`src/rtl/mixcolumns_serial.sv`:
```
// mixcolumns_serial: byte-serial AES MixColumns / InvMixColumns stage.
// Collects one 4-byte column (row0..row3), mixes it when the last row is
// accepted and re-emits the result one byte per cycle. Collection of the
// next column overlaps emission of the current one.
module mixcolumns_serial #(
    parameter int unsigned INV_MIX = 0  // 0: MixColumns, 1: InvMixColumns
) (
    input  logic       clock,
    input  logic       resetn,
    input  logic       enable,
    input  logic       lastround,
    input  logic [7:0] inbyte,
    output logic [7:0] outbyte,
    output logic       ready
);

    typedef enum logic {
        IDLE = 1'b0,
        EMIT = 1'b1
    } state_t;

    // ---------------------------------------------------------------
    // GF(2^8) helpers, all built from xtime (no multipliers, no tables)
    // ---------------------------------------------------------------
    function automatic logic [7:0] xtime(input logic [7:0] x);
        return {x[6:0], 1'b0} ^ (x[7] ? 8'h1b : 8'h00);
    endfunction

    function automatic logic [7:0] mul03(input logic [7:0] x);
        return xtime(x) ^ x;
    endfunction

    function automatic logic [7:0] mul09(input logic [7:0] x);
        return xtime(xtime(xtime(x))) ^ x;
    endfunction

    function automatic logic [7:0] mul0b(input logic [7:0] x);
        return xtime(xtime(xtime(x))) ^ xtime(x) ^ x;
    endfunction

    function automatic logic [7:0] mul0d(input logic [7:0] x);
        return xtime(xtime(xtime(x))) ^ xtime(xtime(x)) ^ x;
    endfunction

    function automatic logic [7:0] mul0e(input logic [7:0] x);
        return xtime(xtime(xtime(x))) ^ xtime(xtime(x)) ^ xtime(x);
    endfunction

    // ---------------------------------------------------------------
    // State
    // ---------------------------------------------------------------
    logic [1:0] in_cnt_q,  in_cnt_d;
    logic [7:0] hold_q [3];
    logic [7:0] hold_d [3];
    logic [7:0] obuf_q [4];
    logic [7:0] obuf_d [4];
    logic [1:0] out_cnt_q, out_cnt_d;
    state_t     state_q,   state_d;
    logic [7:0] outbyte_q, outbyte_d;

    logic       col_load;
    logic [7:0] col    [4];
    logic [7:0] mixed  [4];
    logic [1:0] nxt_idx;

    // Input side: count rows, park rows 0..2, flag the row-3 edge as a load
    always_comb begin
        in_cnt_d = in_cnt_q;
        hold_d   = hold_q;
        col_load = 1'b0;
        if (enable) begin
            in_cnt_d = in_cnt_q + 2'd1;
            case (in_cnt_q)
                2'd0:    hold_d[0] = inbyte;
                2'd1:    hold_d[1] = inbyte;
                2'd2:    hold_d[2] = inbyte;
                default: col_load  = 1'b1;
            endcase
        end
    end

    // Column mix of {a0,a1,a2,inbyte}; pass-through when lastround is set
    always_comb begin
        col[0] = hold_q[0];
        col[1] = hold_q[1];
        col[2] = hold_q[2];
        col[3] = inbyte;
        for (int unsigned r = 0; r < 4; r++) begin
            mixed[r] = 8'h00;
            if (lastround) begin
                mixed[r] = col[r];
            end else if (INV_MIX != 0) begin
                mixed[r] = mul0e(col[r])           ^ mul0b(col[(r + 1) % 4]) ^
                           mul0d(col[(r + 2) % 4]) ^ mul09(col[(r + 3) % 4]);
            end else begin
                mixed[r] = xtime(col[r])  ^ mul03(col[(r + 1) % 4]) ^
                           col[(r + 2) % 4] ^ col[(r + 3) % 4];
            end
        end
    end

    // Output FSM next state: a load always wins and restarts emission at d0.
    // outbyte is registered, so d0 is loaded straight from the mix result on
    // the load edge and later bytes come from the buffer one index ahead.
    always_comb begin
        state_d   = state_q;
        out_cnt_d = out_cnt_q;
        outbyte_d = outbyte_q;
        obuf_d    = obuf_q;
        nxt_idx   = out_cnt_q + 2'd1;
        if (col_load) begin
            obuf_d    = mixed;
            outbyte_d = mixed[0];
            out_cnt_d = 2'd0;
            state_d   = EMIT;
        end else begin
            case (state_q)
                EMIT: begin
                    if (out_cnt_q == 2'd3) begin
                        state_d = IDLE;
                    end else begin
                        out_cnt_d = nxt_idx;
                        outbyte_d = obuf_q[nxt_idx];
                    end
                end
                default: begin
                    state_d = IDLE;
                end
            endcase
        end
    end

    // State registers, asynchronously cleared
    always_ff @(posedge clock or negedge resetn) begin
        if (!resetn) begin
            in_cnt_q  <= '0;
            out_cnt_q <= '0;
            state_q   <= IDLE;
            outbyte_q <= '0;
            for (int unsigned i = 0; i < 3; i++) hold_q[i] <= '0;
            for (int unsigned i = 0; i < 4; i++) obuf_q[i] <= '0;
        end else begin
            in_cnt_q  <= in_cnt_d;
            out_cnt_q <= out_cnt_d;
            state_q   <= state_d;
            outbyte_q <= outbyte_d;
            for (int unsigned i = 0; i < 3; i++) hold_q[i] <= hold_d[i];
            for (int unsigned i = 0; i < 4; i++) obuf_q[i] <= obuf_d[i];
        end
    end

    assign outbyte = outbyte_q;
    assign ready   = (state_q == EMIT);

endmodule

```
`config.mk`:
```
export PLATFORM = sky130hd
export DESIGN_NAME = mixcolumns_serial
export DESIGN_NICKNAME = d
export VERILOG_FILES = /design/src/rtl/mixcolumns_serial.sv
export SDC_FILE = /design/constraint.sdc
export NUM_CORES = 1
export LEC_CHECK = 0
export CORE_MARGIN = 3
export CORE_UTILIZATION = 45
export DETAILED_ROUTE_END_ITERATION = 8
export GPL_ROUTABILITY_DRIVEN = 0
export PLACE_DENSITY = 0.71
export SKIP_CTS_REPAIR_TIMING = 1
export SLEW_MARGIN = 40
export SYNTH_ARGS = -nofsm -noshare
export SYNTH_HDL_FRONTEND = slang
export SYNTH_SLANG_ARGS = --single-unit
```
`constraint.sdc`:
```
create_clock -name clock -period 2.3 [get_ports clock]
set_input_delay 0.345 -clock clock [delete_from_list [all_inputs] [get_ports clock]]
set_output_delay 0.345 -clock clock [all_outputs]
set_load 0.005 [all_outputs]
```
==> results of run 1 <==
==> cell families after synthesis <==
kind of cell               count (synthesis)  synth area share
AOI/OAI and AO/OA                         72            0.0917
xor gates and xnor gates                  96             0.254
adders and majority gates                  5            0.0146
buffers and inverters                     36            0.0475
DFF                                       69             0.402
muxes                                     37             0.117
and+or+nand+nor                           63            0.0737
==> registers in the layout (all words and copies together), names as in the netlist <==
register / flops
col: 24
in_cnt_q: 2
obuf_q: 32
out_cnt_q: 2
outbyte: 8
ready: 1
==> stage by stage <==
step,instance area [µm²],util,hold WS (ps),setup slack (ps),total power (µW)
2_1_floorplan,4300,-,49.4,569,6630
5_1_grt,4820,0.522,508,446,9350
4_1_cts,4810,0.521,-57.3,517,8770
3_5_place_dp,4600,0.498,316,159,7680
3_3_place_gp,4600,0.498,309,170,7540
6_report,4820,0.522,479,509,8710
==> worst max-delay path: stages (launching register included) <==
cell and delay (ps):
sky130_fd_sc_hd__dfrtp_1 410, sky130_fd_sc_hd__ha_1 460, sky130_fd_sc_hd__buf_4 200, sky130_fd_sc_hd__mux4_2 280
sky130_fd_sc_hd__a21boi_0 250, sky130_fd_sc_hd__a21oi_1 70
==> routing by layer <==
| layer | vias up | wire length [µm] | GRT usage | part of all wire |
|---|---|---|---|---|
| met5 | - | 0 | 0 | 0 |
| met2 | 75 | 4190 | 0.280 | 0.46 |
| met4 | 0 | 95 | 0.0465 | 0.010 |
| met1 | 1399 | 4330 | 0.257 | 0.48 |
| li1 | 1324 | - | - | - |
| met3 | 8 | 484 | 0.0411 | 0.053 |
==> synthesized netlist by cell type <==
cell type                  count
sky130_fd_sc_hd__a21boi_0      4
sky130_fd_sc_hd__o21ai_1      25
sky130_fd_sc_hd__xnor2_2       4
sky130_fd_sc_hd__o21ai_0       4
sky130_fd_sc_hd__nor2b_1       1
sky130_fd_sc_hd__xor2_2        1
sky130_fd_sc_hd__nand2b_1      2
sky130_fd_sc_hd__and2_1        1
sky130_fd_sc_hd__inv_1         2
sky130_fd_sc_hd__buf_4         5
sky130_fd_sc_hd__xor3_1        3
sky130_fd_sc_hd__buf_6         3
sky130_fd_sc_hd__nand2_1      25
sky130_fd_sc_hd__nand3_1       9
sky130_fd_sc_hd__o211ai_2      1
sky130_fd_sc_hd__and3_2        1
sky130_fd_sc_hd__xnor2_1      55
sky130_fd_sc_hd__clkbuf_4      1
sky130_fd_sc_hd__a31oi_1       3
sky130_fd_sc_hd__dfrtp_1      69
sky130_fd_sc_hd__o21a_1        2
sky130_fd_sc_hd__mux2i_1       5
sky130_fd_sc_hd__o211ai_1      2
sky130_fd_sc_hd__mux4_2        7
sky130_fd_sc_hd__clkbuf_8      1
sky130_fd_sc_hd__nor2_1        4
sky130_fd_sc_hd__xor2_1       21
sky130_fd_sc_hd__a21oi_1      30
sky130_fd_sc_hd__xnor3_1      11
sky130_fd_sc_hd__ha_1          5
sky130_fd_sc_hd__mux2_2       24
sky130_fd_sc_hd__a21boi_1      1
sky130_fd_sc_hd__buf_2        11
sky130_fd_sc_hd__nor2_4        1
sky130_fd_sc_hd__clkbuf_1     13
sky130_fd_sc_hd__xnor3_2       1
sky130_fd_sc_hd__and3_1       19
sky130_fd_sc_hd__mux4_4        1
==> path summary, 6_finish.rpt <==
path	startpoint	end	slack, ps
worst max-delay path	out_cnt_q[0]	outbyte[7]	510
worst min-delay path	resetn	obuf_q[29]	480
worst max register to register	out_cnt_q[0]	outbyte[7]	510
worst min register to register	obuf_q[5]	obuf_q[5]	480
max in group asynchronous	resetn	col[19]	1170
min in group clock	obuf_q[5]	obuf_q[5]	480
==> power by group <==
part | leakage (µW) | switching [µW] | internal (µW)
logic | 0.00119 | 2140 | 2990
registers | 0.000843 | 731 | 1810
clock network | 0.000102 | 479 | 560
==> layout make-up <==
type	count	share of cell area
multi-input combinational	273	0.491
sequential	69	0.358
timing repair buffer	37	0.0727
tap	129	0.0335
clock buffer	11	0.0314
clock inverter	5	0.0122
inverter	2	0.00156
==> flow_metrics.env, run 1 <==
export IMPL_clkSinkCount=69
export IMPL_wire_per_inst_um=17.3
export IMPL_syn_cell_area_um2=4300
export IMPL_die_height_um=104
export IMPL_largest_cells_by_area_after_synthesis="sky130_fd_sc_hd__dfrtp_1 (40%), sky130_fd_sc_hd__xnor2_1 (11%), sky130_fd_sc_hd__mux2_2 (6.3%)"
export IMPL_avgSynthCellArea_um2=11.4
export IMPL_cts_htree_levels=3
export IMPL_layout_area_seq_um2=1730
export IMPL_cts_buffers=9
export IMPL_clock_skew_final_ps=11.7
export IMPL_arrival_ps=2010
export IMPL_critical_path_endpoint_type="flop"
export IMPL_rsz0062_at_grt="no"
export IMPL_cts_reportedPaths_clkPinSlew_ps=80
export IMPL_drive_gt1_frac=0.186
export IMPL_grt_max_degree=53
export IMPL_final_period_utilization=0.779
export IMPL_first_global_vias=2849
export IMPL_crit_path_start_kind="flop"
export IMPL_ctsRootBufferMaster="sky130_fd_sc_hd__clkbuf_8"
export IMPL_r2r_cells=5
export IMPL_cellLeakagePower_uw=0.00214
export IMPL_cts_path_max_buffers=2
export IMPL_power_density_nw_per_um2=1810
export IMPL_multi_input_gate_area_in_the_final_layout_um2=2370
export IMPL_synth_top_cell_area_share=0.402
export IMPL_final_common_cell="sky130_fd_sc_hd__dfrtp_1"
export IMPL_synth_top_area_cell="sky130_fd_sc_hd__dfrtp_1"
export IMPL_syn_inst=378
export IMPL_setup_tns_ps=0
export IMPL_dr_first_iter_drc_count=174
export IMPL_synth_ff_latch_count=69
export IMPL_floorplan_die_width_um=104
export IMPL_antenna_found_initial=0
export IMPL_post_place_cells=509
export IMPL_normalized_max_slew_margin=0.618
export IMPL_drc=0
export IMPL_setup_violations=0
export IMPL_drt_antenna_violating_nets=0
export IMPL_area_growth_pct=12.2
export IMPL_critPathKind="reg -> reg"
export IMPL_routed_wirelength_um=9100
export IMPL_num_rows=35
export IMPL_yosysWarningCount=0
export IMPL_core_region_area_um2=9240
export IMPL_fp_dieArea_um2=10800
export IMPL_detail_route_first_pass_iterations=4
export IMPL_gr_total_overflow=0
export IMPL_finalNetCount=409
export IMPL_num_antenna_cells=0
export IMPL_fmax_mhz=558
export IMPL_synth_cell_type_count=38
export IMPL_final_cell_mix="sky130_fd_sc_hd__dfrtp_1 (69), sky130_fd_sc_hd__xnor2_1 (55), sky130_fd_sc_hd__a21oi_1 (30)"
export IMPL_yosysSeqAreaShare=0.402
export IMPL_start_util=0.465
export IMPL_critical_path_peak_fanout=6
export IMPL_clock_latency_ps=340
export IMPL_max_cap_violations=0
export IMPL_hold_viol=0
export IMPL_period_minus_slack_ps=1790
export IMPL_syn_num_nets=395
export IMPL_fillCellCount=821
export IMPL_io_pins=21
export IMPL_finalMaxSlewViolations=0
export IMPL_global_route_usage_total=0.180
export IMPL_route_detailed_vias_per_inst=5.33
export IMPL_cts_tree="yes"
export IMPL_grt_first_pass_wirelength_um=15500
export IMPL_finalNonFillerCells=526
export IMPL_dp_hpwl_um=6570
export IMPL_tightest_slew_ps=571
export IMPL_peak_ir_drop_on_the_vdd_network_uv=796
export IMPL_worst_endpoint_required_ps=2520
export IMPL_port_buffers=20
export IMPL_vias=2806
export IMPL_status="finished, final reports clean"
export IMPL_hold_class="in -> async"
No activity file was read; power rests on OpenSTA's default activity.
==> inputs of run 2 (changes only) <==
Settings changed: PLACE_DENSITY 0.71 to 0.74.
Clock period 2.3 ns to 1.45 ns, I/O delays scaled along.
==> run 2 against run 1 <==
  * Critical endpoint is now obuf_q[19]
  * Power is 110% higher
  * Clock power is 83% higher
  * Critical path type unchanged
  * Wire length is 21% higher
  * Largest cell class unchanged
  * Via count is 15% higher
  * Clock skew is 2.9 ps lower
  * Highest routed layer unchanged
  * Sequential power is 54% higher
  * Global-route usage is 0.39 points higher
  * Combinational power is 140% higher
  * Maximum frequency is 15% higher
  * Cell count is 17% higher
  * Die area stayed put
  * Setup slack worse by 620 ps
  * The flow now finishes with violations (setup timing)
==> flow_metrics.env, run 2 (synthesis gave the netlist of run 1 again) <==
export IMPL_status="finished with violations"
export IMPL_violations_in_the_final_reports="setup timing"
export IMPL_power_density_nw_per_um2=2950
export IMPL_wire_per_inst_um=18.0
export IMPL_max_cap_violations=0
export IMPL_global_route_usage_total=0.184
export IMPL_gr_total_overflow=0
export IMPL_clock_skew_final_ps=8.78
export IMPL_regMostFlops="obuf_q"
export IMPL_critical_path_endpoint_type="flop"
export IMPL_crit_path_start_kind="flop"
export IMPL_post_place_cells=565
export IMPL_drive_gt1_frac=0.481
export IMPL_first_global_vias=3111
export IMPL_dp_hpwl_um=6850
export IMPL_num_antenna_cells=0
export IMPL_finalNonFillerCells=613
export IMPL_critPathKind="reg -> reg"
export IMPL_setup_tns_ps=-1070
export IMPL_worst_endpoint_required_ps=1680
export IMPL_clock_latency_ps=350
export IMPL_drc=0
export IMPL_hold_viol=0
export IMPL_normalized_max_slew_margin=0.748
export IMPL_grt_first_pass_wirelength_um=15900
export IMPL_core_region_area_um2=9240
export IMPL_cellLeakagePower_uw=0.00287
export IMPL_route_detailed_vias_per_inst=5.27
export IMPL_fp_dieArea_um2=10800
export IMPL_final_common_cell="sky130_fd_sc_hd__buf_4"
export IMPL_grt_max_degree=70
export IMPL_fmax_mhz=640
export IMPL_port_buffers=20
export IMPL_ctsRootBufferMaster="sky130_fd_sc_hd__clkbuf_8"
export IMPL_antenna_found_initial=0
export IMPL_cts_buffers=9
export IMPL_area_growth_pct=42.2
export IMPL_largest_register_ffs=32
export IMPL_finalNetCount=496
export IMPL_final_critical_path_setup_slack_ps=-111
export IMPL_final_period_utilization=1.08
export IMPL_arrival_ps=1790
export IMPL_power_total_uw=18000
export IMPL_routed_wirelength_um=11100
export IMPL_period_minus_slack_ps=1560
export IMPL_critical_path_peak_fanout=6
export IMPL_final_cell_mix="sky130_fd_sc_hd__buf_4 (77), sky130_fd_sc_hd__dfrtp_1 (58), sky130_fd_sc_hd__xnor2_1 (41)"
export IMPL_cts_htree_levels=3
export IMPL_drt_antenna_violating_nets=0
export IMPL_floorplan_die_width_um=104
export IMPL_start_util=0.465
export IMPL_cts_path_max_buffers=2
export IMPL_clkSinkCount=69
export IMPL_die_height_um=104
export IMPL_hold_class="in -> reg"
export IMPL_detail_route_first_pass_iterations=4
export IMPL_num_rows=35
export IMPL_io_pins=21
export IMPL_cts_reportedPaths_clkPinSlew_ps=80
export IMPL_rsz0062_at_grt="yes"
export IMPL_finalMaxSlewViolations=0
export IMPL_setup_violations=17
export IMPL_dr_first_iter_drc_count=176
export IMPL_cts_tree="yes"
export IMPL_vias=3228
export IMPL_ff2ff_setup_slack_ps=-110
export IMPL_peak_ir_drop_on_the_vdd_network_uv=1250
export IMPL_tightest_slew_ps=378
==> run 2: changes by cell type in the layout (fill, tap and decap cells not counted), sizes merged <==
cell           previous run  this run
clkinv                    2         4
clkdlybuf4s50            19         8
buf                      17       102
bufinv                    1         3
dlymetal6s2s              0        11
clkinvlp                  2         0
==> run 2: worst max-delay path, cell delays in order, from the launching register on <==
cell and delay [ps]:
sky130_fd_sc_hd__dfrtp_2 460, sky130_fd_sc_hd__xnor3_1 450, sky130_fd_sc_hd__xnor3_1 260, sky130_fd_sc_hd__mux2i_1 200
sky130_fd_sc_hd__o21ai_1 80
==> run 2: final timing paths <==
check	cells after the start	end	from
setup / recovery	4	obuf_q[19]	col[15]
hold / removal	3	in_cnt_q[1]	enable
setup reg to reg	4	obuf_q[19]	col[15]
hold reg to reg	2	obuf_q[5]	obuf_q[5]
max in group asynchronous	3	col[10]	resetn
min in group asynchronous	3	obuf_q[29]	resetn
==> run 2: final cells by class <==
type | count | area, µm²
fillers | 629 | 3130
multi-input cells | 273 | 2730
flip-flops and latches | 69 | 1740
repair buffers | 124 | 1240
well taps | 129 | 161
clock buffers | 9 | 124
clock inverters | 7 | 114
inverters | 2 | 7.51
==> run 2: through the flow <==
| stage | worst slack [ps] | utilization | hold WS [ps] | area (µm²) |
|---|---|---|---|---|
| floorplan | -85.2 | - | -78.1 | 4320 |
| global placement | -348 | 0.554 | 267 | 5120 |
| global route | -191 | 0.661 | 302 | 6110 |
| detailed placement | -401 | 0.554 | 274 | 5120 |
| CTS | -233 | 0.580 | -110 | 5360 |
| finish | -111 | 0.661 | 283 | 6110 |
==> run 2: power by group <==
part           internal [µW]  switching [µW]  total, µW
registers               2910            1000       3910
clock network           1140             766       1900
logic                   7180            5000      12200
total                  11200            6760      18000
==> run 2: routing by layer <==
| layer | track usage | vias to the layer above | wire length (µm) |
|---|---|---|---|
| li1 | - | 1498 | - |
| met1 | 0.253 | 1622 | 4740 |
| met3 | 0.0299 | 22 | 421 |
| met5 | 0 | - | 0 |
| met4 | 0.0598 | 0 | 225 |
| met2 | 0.300 | 86 | 5660 |
